**src/rtl/timer_ctrl.sv**
```systemverilog
// timer_ctrl: main counter, clock prescaler and IDLE/RUN/HOLD sequencer for
// the PWM timer path. It produces the one-cycle timer pulse and the sticky
// interrupt flag. Everything runs in the chosen_clk domain.
module timer_ctrl #(
  parameter int CNT_W = 16,
  parameter int DIV_W = 16
) (
  input  logic             chosen_clk,
  input  logic             rst,
  input  logic             timer_en,
  input  logic             cont,
  input  logic             out_en,
  input  logic             cnt_rst,
  input  logic             irq_clr,
  input  logic [CNT_W-1:0] period_reg,
  input  logic [DIV_W-1:0] divisor_reg,
  output logic [CNT_W-1:0] counter,
  output logic             timer,
  output logic             irq_flag,
  output logic             busy,
  output logic             done
);

  typedef enum logic [1:0] {
    IDLE = 2'd0,
    RUN  = 2'd1,
    HOLD = 2'd2
  } state_t;

  localparam logic [CNT_W-1:0] CNT_ONE = CNT_W'(1);
  localparam logic [DIV_W-1:0] DIV_ONE = DIV_W'(1);

  state_t           state;
  state_t           state_next;
  logic             en_s;
  logic [CNT_W-1:0] per_s;
  logic [DIV_W-1:0] div_s;
  logic [DIV_W-1:0] pre;
  logic [DIV_W-1:0] pre_next;
  logic [CNT_W-1:0] counter_next;
  logic [CNT_W-1:0] per_last;
  logic [DIV_W-1:0] div_last;
  logic             tick;
  logic             expire;

  // Last counter value of a period; a zero period behaves as a period of one.
  function automatic logic [CNT_W-1:0] cnt_last(input logic [CNT_W-1:0] p);
    return (p == '0) ? '0 : p - CNT_ONE;
  endfunction

  // Last prescaler value of a divide cycle; a zero divisor behaves as one.
  function automatic logic [DIV_W-1:0] div_last_of(input logic [DIV_W-1:0] d);
    return (d == '0) ? '0 : d - DIV_ONE;
  endfunction

  // Register the register-file inputs once so all decisions use stable copies.
  always_ff @(posedge chosen_clk or negedge rst) begin
    if (!rst) begin
      en_s  <= 1'b0;
      per_s <= '0;
      div_s <= '0;
    end else begin
      en_s  <= timer_en;
      per_s <= period_reg;
      div_s <= divisor_reg;
    end
  end

  // Prescaler tick and expiry; >= on the counter catches a shrunken period.
  always_comb begin
    per_last = cnt_last(per_s);
    div_last = div_last_of(div_s);
    tick     = (state == RUN) && (pre >= div_last);
    expire   = tick && en_s && !cnt_rst && (counter >= per_last);
  end

  // Next state, counter and prescaler; within RUN: disable > restart > expire > tick.
  always_comb begin
    state_next   = state;
    counter_next = counter;
    pre_next     = '0;
    case (state)
      IDLE: begin
        counter_next = '0;
        if (en_s) state_next = RUN;
      end
      RUN: begin
        if (!en_s) begin
          state_next   = IDLE;
          counter_next = '0;
        end else if (cnt_rst) begin
          counter_next = '0;
        end else begin
          pre_next = tick ? '0 : pre + DIV_ONE;
          if (expire && cont) begin
            counter_next = '0;
          end else if (expire) begin
            state_next = HOLD;
          end else if (tick) begin
            counter_next = counter + CNT_ONE;
          end
        end
      end
      HOLD: begin
        if (!en_s) begin
          state_next   = IDLE;
          counter_next = '0;
        end else if (cnt_rst) begin
          state_next   = RUN;
          counter_next = '0;
        end
      end
      default: begin
        state_next   = IDLE;
        counter_next = '0;
      end
    endcase
  end

  // State register.
  always_ff @(posedge chosen_clk or negedge rst) begin
    if (!rst) state <= IDLE;
    else      state <= state_next;
  end

  // Counter and prescaler registers.
  always_ff @(posedge chosen_clk or negedge rst) begin
    if (!rst) begin
      counter <= '0;
      pre     <= '0;
    end else begin
      counter <= counter_next;
      pre     <= pre_next;
    end
  end

  // Output pulse, sticky interrupt (set beats clear) and registered state decodes.
  always_ff @(posedge chosen_clk or negedge rst) begin
    if (!rst) begin
      timer    <= 1'b0;
      irq_flag <= 1'b0;
      busy     <= 1'b0;
      done     <= 1'b0;
    end else begin
      timer    <= expire && out_en;
      irq_flag <= expire ? 1'b1 : (irq_clr ? 1'b0 : irq_flag);
      busy     <= (state_next != IDLE);
      done     <= (state_next == HOLD);
    end
  end

endmodule

```
**config.mk**
```make
export PLATFORM = sky130hd
export DESIGN_NAME = timer_ctrl
export DESIGN_NICKNAME = d
export VERILOG_FILES = /design/src/rtl/timer_ctrl.sv
export SDC_FILE = /design/constraint.sdc
export NUM_CORES = 1
export LEC_CHECK = 0
export CAP_MARGIN = 5
export CORE_MARGIN = 10
export CORE_UTILIZATION = 50
export DETAILED_ROUTE_END_ITERATION = 10
export PLACE_DENSITY = 0.85
export SLEW_MARGIN = 10
export SYNTH_ARGS = -nofsm -noshare
export SYNTH_HDL_FRONTEND = slang
export SYNTH_SLANG_ARGS = --single-unit
```
**constraint.sdc**
```tcl
create_clock -name chosen_clk -period 8.24 [get_ports chosen_clk]
set_input_delay 1.236 -clock chosen_clk [delete_from_list [all_inputs] [get_ports chosen_clk]]
set_output_delay 1.236 -clock chosen_clk [all_outputs]
set_load 0.01 [all_outputs]
```
## Word-level counts from Yosys, hierarchy flattened

Cells that the tools add are included.

| word-level totals | value |
|---|---|
| register bits after elaboration | 71 |
| bits of input ports | 39 |
| output and inout bits | 20 |
| logic and storage cells | 59 |

| operators by class | value |
|---|---|
| add/sub/neg operators | 4 |
| magnitude comparators | 2 |
| equality and inequality tests | 6 |
| multiplexer cells | 24 |
| reduce and logical (&&, ||, !) cells | 13 |

Operator list:

| cell | count |
|---|---|
| $mux W16 | 13 |
| $add A16 B1 Y16 const B | 2 |
| $ge A16 B16 Y1 | 2 |
| $logic_not A16 Y1 | 2 |
| $pmux W16 S2 | 1 |
| $sub A16 B1 Y16 const B | 2 |
| $mux W2 | 7 |
| $ne A5 B4 Y1 const B | 2 |
| $logic_and A1 B1 Y1 | 6 |
| $pmux W2 S3 | 1 |
| $eq A2 B2 Y1 const B | 2 |
| $reduce_bool A2 Y1 | 2 |
| $ne A3 B3 Y1 const B | 1 |
| $reduce_and A3 Y1 | 1 |
| $eq A2 B1 Y1 const B | 1 |
| $logic_not A2 Y1 | 1 |
| $mux W1 | 2 |
| $logic_not A1 Y1 | 1 |

## Longest topological paths before layout

| depth | value |
|---|---|
| depth after elaboration | 13 |
| gate-level depth with buffers | 18 |
| depth with buffers taken out | 15 |

## Worst setup path after synthesis

No wires, ideal clock.

| path | value |
|---|---|
| path type | reg2reg |
| start point | reg per_s[6] |
| end point | reg counter[11] |
| arrival | 3,454 ps |
| setup slack | 4,685 ps |
| cell stages (with the launch flop) | 16 |
| buffers on the path | 2 |
| clock period less this slack | 3,555 ps |
| cells stage by stage | dfrtp_1 > nor4_1 > nand2b_1 > nor3_1 > nand3b_1 > or3_1 > clkbuf_1 > nand2_1 > ha_1 > o21a_1 > o21a_1 > o2111ai_2 > nand3_2 > or3_4 > buf_6 > o311ai_2 |

| on the way | value |
|---|---|
| longest elaborated chain between the ends | 9 |

RTL lines:

| item | line | RTL |
|---|---|---|
| start: declaration | 36 | `logic [CNT_W-1:0] per_s;` |
| start signal: assignment | 64 | `per_s <= period_reg;` |
| $sub A16 B1 Y16 or $logic_not A16 Y1 (tied branches) | 48 | `return (p == '0) ? '0 : p - CNT_ONE;` |
| $mux W16 (*) | 48 |  |
| $ge A16 B16 Y1 (*) | 74 | `expire = tick && en_s && !cnt_rst && (counter >= per_last);` |
| $logic_and A1 B1 Y1 (*) | 74 |  |
| $logic_and A1 B1 Y1 | 95 | `if (expire && cont) begin` |
| $mux W16 | 95 |  |
| $mux W16 | 91 | `end else if (cnt_rst) begin` |
| $mux W16 | 88 | `if (!en_s) begin` |
| $pmux W16 S2 | 82 | `case (state)` |
| end signal: assignment | 132 | `counter <= counter_next;` |
| end: declaration | 17 | `output logic [CNT_W-1:0] counter,` |

Mark *: on every way between the ends. The rest lies on a longest branch, timed or not.
A chain may end at the register's enable or synchronous reset.

## Worst setup path after layout

| path | value |
|---|---|
| start point | reg div_s[9] |
| end point | reg counter[13] |

| on the way | value |
|---|---|
| longest elaborated chain between the ends | 12 |

RTL lines:

| item | line | RTL |
|---|---|---|
| start: declaration | 37 | `logic [DIV_W-1:0] div_s;` |
| start signal: assignment | 65 | `div_s <= divisor_reg;` |
| $sub A16 B1 Y16 or $logic_not A16 Y1 (tied branches) | 53 | `return (d == '0) ? '0 : d - DIV_ONE;` |
| $mux W16 (*) | 53 |  |
| $ge A16 B16 Y1 (*) | 73 | `tick = (state == RUN) && (pre >= div_last);` |
| $logic_and A1 B1 Y1 (*) | 73 |  |
| $logic_and A1 B1 Y1 (3 in a row) | 74 |  |
| $logic_and A1 B1 Y1 | 95 |  |
| $mux W16 | 95 |  |
| $mux W16 | 91 |  |
| $mux W16 | 88 |  |
| $pmux W16 S2 | 82 |  |

Marks and branches as above.

==> impl_metrics.env <==
export IMPL_async_flop_share_pct=100
export IMPL_boundaryPins=59
export IMPL_setup_ws_ps=3900
export IMPL_floorplan_rows=33
export IMPL_crit_arrival_ps=4590
export IMPL_crit_fanout=16
export IMPL_crit_type="reg2reg"
export IMPL_hold_path_class="reg2reg"
export IMPL_routed_wl_um=8920
export IMPL_period_minus_slack_ps=4340
export IMPL_hold_viol=0
export IMPL_post_synth_inst_count=423
export IMPL_synth_edf_count=0
export IMPL_insertion_delay_ps=340
export IMPL_numPortBuffers=58
export IMPL_place_ws_ps=3940
export IMPL_seq_area_sq_um=1780
export IMPL_gp_congestion=0.806
export IMPL_powerDensity_nw_per_um2=139
export IMPL_cp_startpoint="div_s[9]"
export IMPL_synth_top_area_share_pct=43.2
export IMPL_yosysMostFrequentCell="dfrtp_1"
export IMPL_grt_max_degree=72
export IMPL_ant_nets=0
export IMPL_cts_root_buf="clkbuf_8"
export IMPL_crit_path_cell_trace="or4_1, nor4_1, nand4_1, and2_1, ha_1, nor2b_1, o21ai_1, a211oi_1, o31ai_1, a31oi_2, nand3_1, o311ai_2"
export IMPL_cp_buffers_inverters=0
export IMPL_r2r_end="counter[13]"
export IMPL_critical_path_startpoint_type="register"
export IMPL_ys_types=48
export IMPL_cp_depth=12
export IMPL_antenna_found_initial=0
export IMPL_maxSlewHeadroom_pct=43.9
export IMPL_finalCritPeriodShare_pct=52.7
export IMPL_postCtsResizedCells=0
export IMPL_final_max_slew_viol_count=0
export IMPL_overflow=0
export IMPL_ir_drop_mv=0.120
export IMPL_yosysSeqAreaShare_pct=43.2
export IMPL_dieArea_sq_um=12200
export IMPL_cts_buffer_depth=2
export IMPL_hold_buffers=0
export IMPL_fp_dieH_um=111
export IMPL_fin_skew_ps=8.68
export IMPL_setup_viol=0
export IMPL_netlist_area_sq_um=4110
export IMPL_start_util_pct=50.8
export IMPL_syn_area_per_cell_sq_um=9.72
export IMPL_endpoint="counter[13]"
export IMPL_grt_pass1_vias=3444
export IMPL_syn_nets=499
export IMPL_multiInputGateArea_sq_um=2230
export IMPL_fillers=687
export IMPL_cpPeakStageDelay_ps=700
export IMPL_ys_ff_latch=71
export IMPL_post_cts_buffers=0
export IMPL_fmax_mhz=230
export IMPL_worst_setup_hold_path_clk_slew_ps=80
export IMPL_drt_iter0_markers=172
export IMPL_cp_top_family="simple AND/OR/NAND/NOR gates"
export IMPL_timing_rr_start="div_s[9]"
export IMPL_post_drt_via_cell_ratio=5.64
export IMPL_wl_per_cell_um=15.0
export IMPL_synth_area_leaders="dfrtp_1 43%, ha_1 11%, nand2_1 5.9%"
export IMPL_cp_required_ps=8480
export IMPL_leakage_uw=0.00211
export IMPL_cts_tree="yes"
export IMPL_grt_total_usage_pct=14.3
export IMPL_worst_slew_pin_slew_ps=841
export IMPL_rrSetupSlack_ps=3900
export IMPL_htreeDepth=3
export IMPL_slowest_stage="a31oi_2"
export IMPL_status="completed"
export IMPL_vias=3349
export IMPL_cts_buffers=9
export IMPL_core_sq_um=8090
export IMPL_drc=0
export IMPL_drive_gt1_share_pct=8.38
export IMPL_antenna_cells=0
export IMPL_yosysWarnings=0
export IMPL_synthFlopType="dfrtp_1"
export IMPL_synthTopCellsByCount="71 x dfrtp_1, 65 x nand2_1, 37 x ha_1"
export IMPL_first_pass_iters=6
export IMPL_endpoint_kind="register"
export IMPL_hpwl_um=7010
export IMPL_nNetsFinal=561
export IMPL_dieWidth_um=111
export IMPL_area_delta_synth_final_pct=20.9
export IMPL_grt_pass1_wl_um=15200
export IMPL_clock_sinks=71
export IMPL_drv_cap=0
export IMPL_final_setup_tns_ps=0
export IMPL_reg2reg_depth=12
export IMPL_rsz0062_at_grt="no"
export IMPL_synth_top_cell_by_area="dfrtp_1"
where the power goes:
group / internal, uW / switching, uW / total [uW] / leakage (uW)
clock network: 137 / 125 / 262 / 0.0000871
registers: 357 / 8.73 / 366 / 0.000911
logic: 31.8 / 30.0 / 61.8 / 0.00111
kinds of logic after synthesis:
family / share of synthesized area, %
AOI/OAI and AO/OA: 11.6
xor gates and xnor gates: 7.88
adders and majority gates: 11.3
buffers and inverters: 2.53
DFF: 43.2
muxes: 0.244
and+or+nand+nor: 23.2
cell type report:
cell class	instances	area share [%]
clock inverter	6	1.26
timing repair buffer	59	11.7
sequential	71	35.8
clock buffer	9	2.49
inverter	16	1.21
tap	105	2.64
multi-input combinational	328	44.9
metal layers:
metal	vias to the layer above	part of all wire, %	routed length (um)	GRT usage, %
met5	-	0	0	0
met4	0	2.3	209	6.86
met3	23	5.4	480	3.25
met2	104	48	4300	23.6
met1	1606	44	3930	17.2
li1	1616	-	-	-
worst register-to-register path: stages (launching register included):
cell and delay, ps:
dfrtp_1 420, or4_1 600, nor4_1 310, nand4_1 510
and2_1 360, ha_1 280, nor2b_1 110, o21ai_1 80
a211oi_1 340, o31ai_1 200, a31oi_2 700, nand3_1 200
o311ai_2 130
sequential cells by signal (all words and copies together), names as in the netlist:
name	count
counter	16
irq_flag	1
busy	1
per_s	16
en_s	1
div_s	16
pre	16
timer	1
state	2
done	1
how the worst min path moves through the flow:
stage	from	end	slack (ps)	cells past startpoint
floorplan	pre[0]	pre[0]	470	1
global placement	pre[0]	pre[0]	500	1
detailed placement	pre[0]	pre[0]	520	1
CTS	pre[0]	pre[0]	530	1
global route	irq_flag	irq_flag	570	2
finish	irq_flag	irq_flag	530	2
metrics by stage:
stage / hold WS, ps / std cells / util (%) / instance area (sq um) / total power, uW
floorplan: 473 / 423 / - / 4110 / 400
global placement: 502 / 579 / 59.1 / 4780 / 431
detailed placement: 518 / 579 / 59.1 / 4780 / 435
CTS: 528 / 594 / 61.4 / 4970 / 696
global route: 565 / 594 / 61.4 / 4970 / 722
finish: 527 / 594 / 61.4 / 4970 / 690
cell usage in the layout (no fill, tap or decap), types with 9 or more instances in the layout:
cell type,instances
a21oi_1,15
clkdlybuf4s50_1,57
clkbuf_8,9
inv_1,16
nor2_1,34
dfrtp_1,71
nand3_1,23
nand2_1,65
xor2_1,23
ha_1,37
xnor2_1,14
o311ai_2,9
nor3_1,15
Power figures use the tool's default switching activity.
